**config.mk**
```make
export PLATFORM = sky130hd
export DESIGN_NAME = vga_display_timings
export DESIGN_NICKNAME = d
export VERILOG_FILES = /design/src/rtl/vga_timing_pkg.sv /design/src/rtl/vga_display_timings.sv
export SDC_FILE = /design/constraint.sdc
export NUM_CORES = 1
export LEC_CHECK = 0
export ABC_AREA = 1
export CAP_MARGIN = 25
export CORE_MARGIN = 2
export CORE_UTILIZATION = 46
export DETAILED_ROUTE_END_ITERATION = 10
export GPL_ROUTABILITY_DRIVEN = 0
export HOLD_SLACK_MARGIN = 0.06
export MAX_ROUTING_LAYER = met4
export PLACE_DENSITY = 0.81
export SLEW_MARGIN = 20
export SYNTH_ARGS = -nofsm -noshare
export SYNTH_HDL_FRONTEND = slang
export SYNTH_SLANG_ARGS = --single-unit
```
**constraint.sdc**
```tcl
create_clock -name clk_pix -period 1.2 [get_ports clk_pix]
set_input_delay 0.18 -clock clk_pix [delete_from_list [all_inputs] [get_ports clk_pix]]
set_output_delay 0.18 -clock clk_pix [all_outputs]
set_load 0.1 [all_outputs]
```
**src/rtl/vga_timing_pkg.sv**
```systemverilog
`default_nettype none
// ============================================================================
//  Module      : vga_timing_pkg
//  Description : Shared raster timing constants for the 640x480@60 video
//                mode (25.175 MHz nominal pixel clock) and the derived
//                line/frame totals.
//  Revision    : 1.0  initial release
// ============================================================================
package vga_timing_pkg;

   // Horizontal timing, in pixels
   localparam int c_H_RES  = 640;
   localparam int c_H_FP   = 16;
   localparam int c_H_SYNC = 96;
   localparam int c_H_BP   = 48;

   // Vertical timing, in lines
   localparam int c_V_RES  = 480;
   localparam int c_V_FP   = 10;
   localparam int c_V_SYNC = 2;
   localparam int c_V_BP   = 33;

   // Totals: 800 pixels per line, 525 lines per frame
   localparam int c_H_TOTAL = c_H_RES + c_H_FP + c_H_SYNC + c_H_BP;
   localparam int c_V_TOTAL = c_V_RES + c_V_FP + c_V_SYNC + c_V_BP;

endpackage
`default_nettype wire

```
**src/rtl/vga_display_timings.sv**
```systemverilog
`default_nettype none
// ============================================================================
//  Module      : vga_display_timings
//  Description : Free-running raster timing generator. Column/line counters
//                drive registered hsync/vsync (one clock behind sx/sy) and a
//                combinational data-enable. Defaults give 640x480@60.
//                Optional macro DISPLAY_TIMINGS_FRAME_PULSE_EN adds the
//                line_start / frame_start strobes.
//  Revision    : 1.0  initial release
// ============================================================================
module vga_display_timings
   import vga_timing_pkg::*;
#(
   parameter int CORDW  = 10,
   parameter int H_RES  = c_H_RES,
   parameter int H_FP   = c_H_FP,
   parameter int H_SYNC = c_H_SYNC,
   parameter int H_BP   = c_H_BP,
   parameter int V_RES  = c_V_RES,
   parameter int V_FP   = c_V_FP,
   parameter int V_SYNC = c_V_SYNC,
   parameter int V_BP   = c_V_BP,
   parameter bit H_POL  = 1'b0,
   parameter bit V_POL  = 1'b0
) (
   input  logic             clk_pix,
   input  logic             rst,
   output logic             hsync,
   output logic             vsync,
   output logic             de,
`ifdef DISPLAY_TIMINGS_FRAME_PULSE_EN
   output logic             line_start,
   output logic             frame_start,
`endif
   output logic [CORDW-1:0] sx,
   output logic [CORDW-1:0] sy
);

   localparam int c_H_TOT = H_RES + H_FP + H_SYNC + H_BP;
   localparam int c_V_TOT = V_RES + V_FP + V_SYNC + V_BP;

   // Counter limits and decode boundaries, all in CORDW-bit unsigned space.
   // Sync windows use inclusive last positions so a zero back porch with a
   // full 2^CORDW total never needs an out-of-range constant.
   localparam logic [CORDW-1:0] c_ONE     = CORDW'(1);
   localparam logic [CORDW-1:0] c_H_LAST  = CORDW'(c_H_TOT - 1);
   localparam logic [CORDW-1:0] c_V_LAST  = CORDW'(c_V_TOT - 1);
   localparam logic [CORDW-1:0] c_H_ACT   = CORDW'(H_RES);
   localparam logic [CORDW-1:0] c_V_ACT   = CORDW'(V_RES);
   localparam logic [CORDW-1:0] c_HS_BEG  = CORDW'(H_RES + H_FP);
   localparam logic [CORDW-1:0] c_HS_LAST = CORDW'(H_RES + H_FP + H_SYNC - 1);
   localparam logic [CORDW-1:0] c_VS_BEG  = CORDW'(V_RES + V_FP);
   localparam logic [CORDW-1:0] c_VS_LAST = CORDW'(V_RES + V_FP + V_SYNC - 1);

   // Totals must fit in the coordinate width or the counters alias.
   if ((c_H_TOT > (2 ** CORDW)) || (c_V_TOT > (2 ** CORDW))) begin : g_cordw_check
      $error("vga_display_timings: H/V total exceeds 2**CORDW");
   end

   logic w_line_last;
   logic w_frame_last;
   logic w_hs_act;
   logic w_vs_act;

   assign w_line_last  = (sx == c_H_LAST);
   assign w_frame_last = w_line_last && (sy == c_V_LAST);
   assign w_hs_act     = (sx >= c_HS_BEG) && (sx <= c_HS_LAST);
   assign w_vs_act     = (sy >= c_VS_BEG) && (sy <= c_VS_LAST);

   // Column/line counters: sx wraps every line, sy advances on each wrap and
   // both return to the first active pixel at the end of the frame.
   always_ff @(posedge clk_pix) begin
      if (rst) begin
         sx <= '0;
         sy <= '0;
      end else if (w_frame_last) begin
         sx <= '0;
         sy <= '0;
      end else if (w_line_last) begin
         sx <= '0;
         sy <= sy + c_ONE;
      end else begin
         sx <= sx + c_ONE;
      end
   end

   // Sync outputs are decoded from the current count and registered, so they
   // trail sx/sy by one clock and stay glitch-free at the pins.
   always_ff @(posedge clk_pix) begin
      if (rst) begin
         hsync <= ~H_POL;
         vsync <= ~V_POL;
      end else begin
         hsync <= w_hs_act ? H_POL : ~H_POL;
         vsync <= w_vs_act ? V_POL : ~V_POL;
      end
   end

   // Data enable is aligned with sx/sy (no register) and held low in reset.
   assign de = !rst && (sx < c_H_ACT) && (sy < c_V_ACT);

`ifdef DISPLAY_TIMINGS_FRAME_PULSE_EN
   // Start-of-line / start-of-frame strobes, aligned with sx/sy.
   assign line_start  = !rst && (sx == '0);
   assign frame_start = line_start && (sy == '0);
`endif

endmodule
`default_nettype wire

```
==> impl_metrics.tcl <==
set metrics [dict create \
    synth_top_area_frac 0.344 \
    fin_crit_ns 1.61 \
    seqCellArea_um2 503 \
    yosysTopAreaCell "dfxtp_1" \
    ys_ff_latch 22 \
    cap_violations 0 \
    placed_area_mm2 0.00209 \
    final-max-slew-violation-count 0 \
    hpwl_um 2540 \
    synth_area_mm2 0.00128 \
    ys_types 26 \
    hold_viol 0 \
    critical-path-slowest-cell "dfxtp_2" \
    max_freq_ghz 0.623 \
    port-buffer-count 24 \
    multi_input_area_um2 892 \
    clkSinkCount 22 \
    p_leak_nw 1.07 \
    finalClockSkew_ns 0.0156 \
    root_buffer "clkbuf_4" \
    ctsLongestPathBuffers 2 \
    seq_area_frac_synth 0.344 \
    path_max_fanout 5 \
    initial_utilization 0.472 \
    critPathCaptureType "output port" \
    syn_area_per_cell_um2 6.92 \
    grt_pass1_wl_um 6650 \
    yosys_warnings 0 \
    setup_ws_ns -0.406 \
    min_path_type "flop to flop" \
    worstSkewPairLatency_ns 0.34 \
    setup_violations 27 \
    worst_pin_slew_ns 0.273 \
    htreeDepth 1 \
    firstDrtPassIters 7 \
    rsz0062_at_grt "yes" \
    drt-total-wl_um 5360 \
    diodes 0 \
    die_h_um 56.8 \
    critPathBufInv 2 \
    drcViolationCount 0 \
    cts_buffers 3 \
    wl_per_cell_um 19.0 \
    power_mw 1.36 \
    antenna_found_initial 0 \
    fillerInstances 110 \
    cts_hold_buf 0 \
    num_io_pins 25 \
    vias_per_cell 5.66 \
    fp.dieArea_mm2 0.00322 \
    required_ns 1.02 \
    path_cells "inv_1 -> nand4_1 -> a21oi_4 -> buf_12" \
    grt_overflow 0 \
    max_stage_delay_ns 0.40 \
    synth.area.top_cells "dfxtp_1 (34%), nand2_1 (13%), inv_1 (10%)" \
    grt_max_degree 13 \
    coreArea_mm2 0.00271 \
    critPathKind "flop to output port" \
    status "finished with violations" \
    post-route-period-util 1.34 \
    cp-start-kind "flop" \
    drt_iter0_markers 98 \
    final_cell_area_mm2 0.00245 \
    power.density_mw_per_mm2 556 \
    cts.clk_slew.worst_paths_ns 0.14 \
    die_x_um 56.8 \
    cts_tree "built" \
    vdd_drop_max_mv 0.642 \
    rows 19 \
    track_usage 0.273 \
    failed_checks "negative setup slack" \
    synth_nets 192 \
    drt.antenna.violating_nets 0 \
    crit_family "flip-flops" \
    slew_headroom 0.816 \
    grt_pass1_vias 1436 \
    cp.arrival_ns 1.43 \
    nets 260 \
    synthToLayoutAreaGrowth_pct 91.4 \
    synthCells 185 \
    drive_above_1_share 0.560 \
    vias 1602 \
]
## tightest hold or removal path: stages, from the launching register on
cell and delay (ns):
dfxtp_4 0.39, buf_6 0.12, nor2_2 0.04
## path summary, 6_finish.rpt
kind / slack (ns) / end / start / depth (start not counted)
hold reg to reg: 0.56 / sx[0] / sx[0] / 2
setup / recovery: -0.41 / de / sy[9] / 4
setup reg to reg: -0.32 / sy[0] / sx[0] / 8
hold / removal: 0.56 / sx[0] / sx[0] / 2
## power breakdown
part	switching (mW)	internal, mW	total (mW)
Combinational	0.148	0.101	0.249
Clock	0.260	0.131	0.390
Sequential	0.0115	0.711	0.722
Total	0.419	0.942	1.36
## state kept, by name, summed over array words and instances (netlist names)
name	flops
hsync	1
sx	10
sy	10
vsync	1
## cell type report
| type | instances | area share |
|---|---|---|
| multi-input cells | 124 | 0.364 |
| repair buffers | 63 | 0.341 |
| flip-flops and latches | 22 | 0.205 |
| inverters | 39 | 0.0633 |
| well taps | 31 | 0.0158 |
| clock buffers | 4 | 0.0107 |
## metrics by stage
step / util / setup TNS [ns] / hold WS, ns / instances / setup slack (ns)
2_1_floorplan: - / -5.80 / 0.290 / 185 / -0.348
3_3_place_gp: 0.770 / -2.17 / 0.518 / 265 / -0.204
3_5_place_dp: 0.770 / -2.56 / 0.512 / 265 / -0.205
4_1_cts: 0.825 / -3.84 / 0.564 / 275 / -0.293
5_1_grt: 0.904 / -6.98 / 0.578 / 283 / -0.424
6_report: 0.904 / -5.51 / 0.559 / 283 / -0.406
## cells in the mapped netlist, drive strengths merged
master / number
or2: 1
o2111ai: 1
nor2: 25
dfxtp: 22
a21oi: 7
inv: 37
o21bai: 2
nor3: 1
nand4: 6
o21ai: 7
nand3: 15
xor2: 5
clkinv: 2
nand2: 47
buf: 1
nor4: 1
ha: 5
## layout by cell type, fill, tap and decap left out, types with 2 or more instances in the layout
cell       n
a21oi_2    4
buf_6     17
o21ai_0    3
buf_12    23
nand4_1    5
dfxtp_4   15
o21ai_1    2
nand2_8    3
clkbuf_4   3
nor2_1    10
nor2_2     8
nand3_2    6
nand2_2    7
nand2_1   35
nand3_1    8
dfxtp_2    5
nor2_4     7
xor2_1     4
inv_1     30
inv_2      6
a21oi_1    2
dfxtp_1    2
o21bai_1   2
ha_1       3
buf_4     21
nand2_4    3
## repair_timing
item	CTS	global route
pin swaps	19	19
setup endpoints to repair	25	35
cloned	1	0
buffers inserted	6	9
resized for setup	21	43
## routing by layer
metal  vias to the layer above  GRT usage  routed length (um)  share of wire
met3                        29     0.0507                 483          0.090
li1                        708          -                   -              -
met4                         0      0.136                 250          0.047
met1                       755      0.324                2000           0.37
met5                         -          -                   0              0
met2                       110      0.442                2630           0.49
## logic make-up after synthesis
kind of cell    share of synthesized area
compound gates                     0.0733
flops                               0.344
xor+xnor                           0.0342
fa+ha+maj                          0.0489
simple gates                        0.375
buf+inv                             0.124
Note: power is estimated with default switching activity, not from simulation.
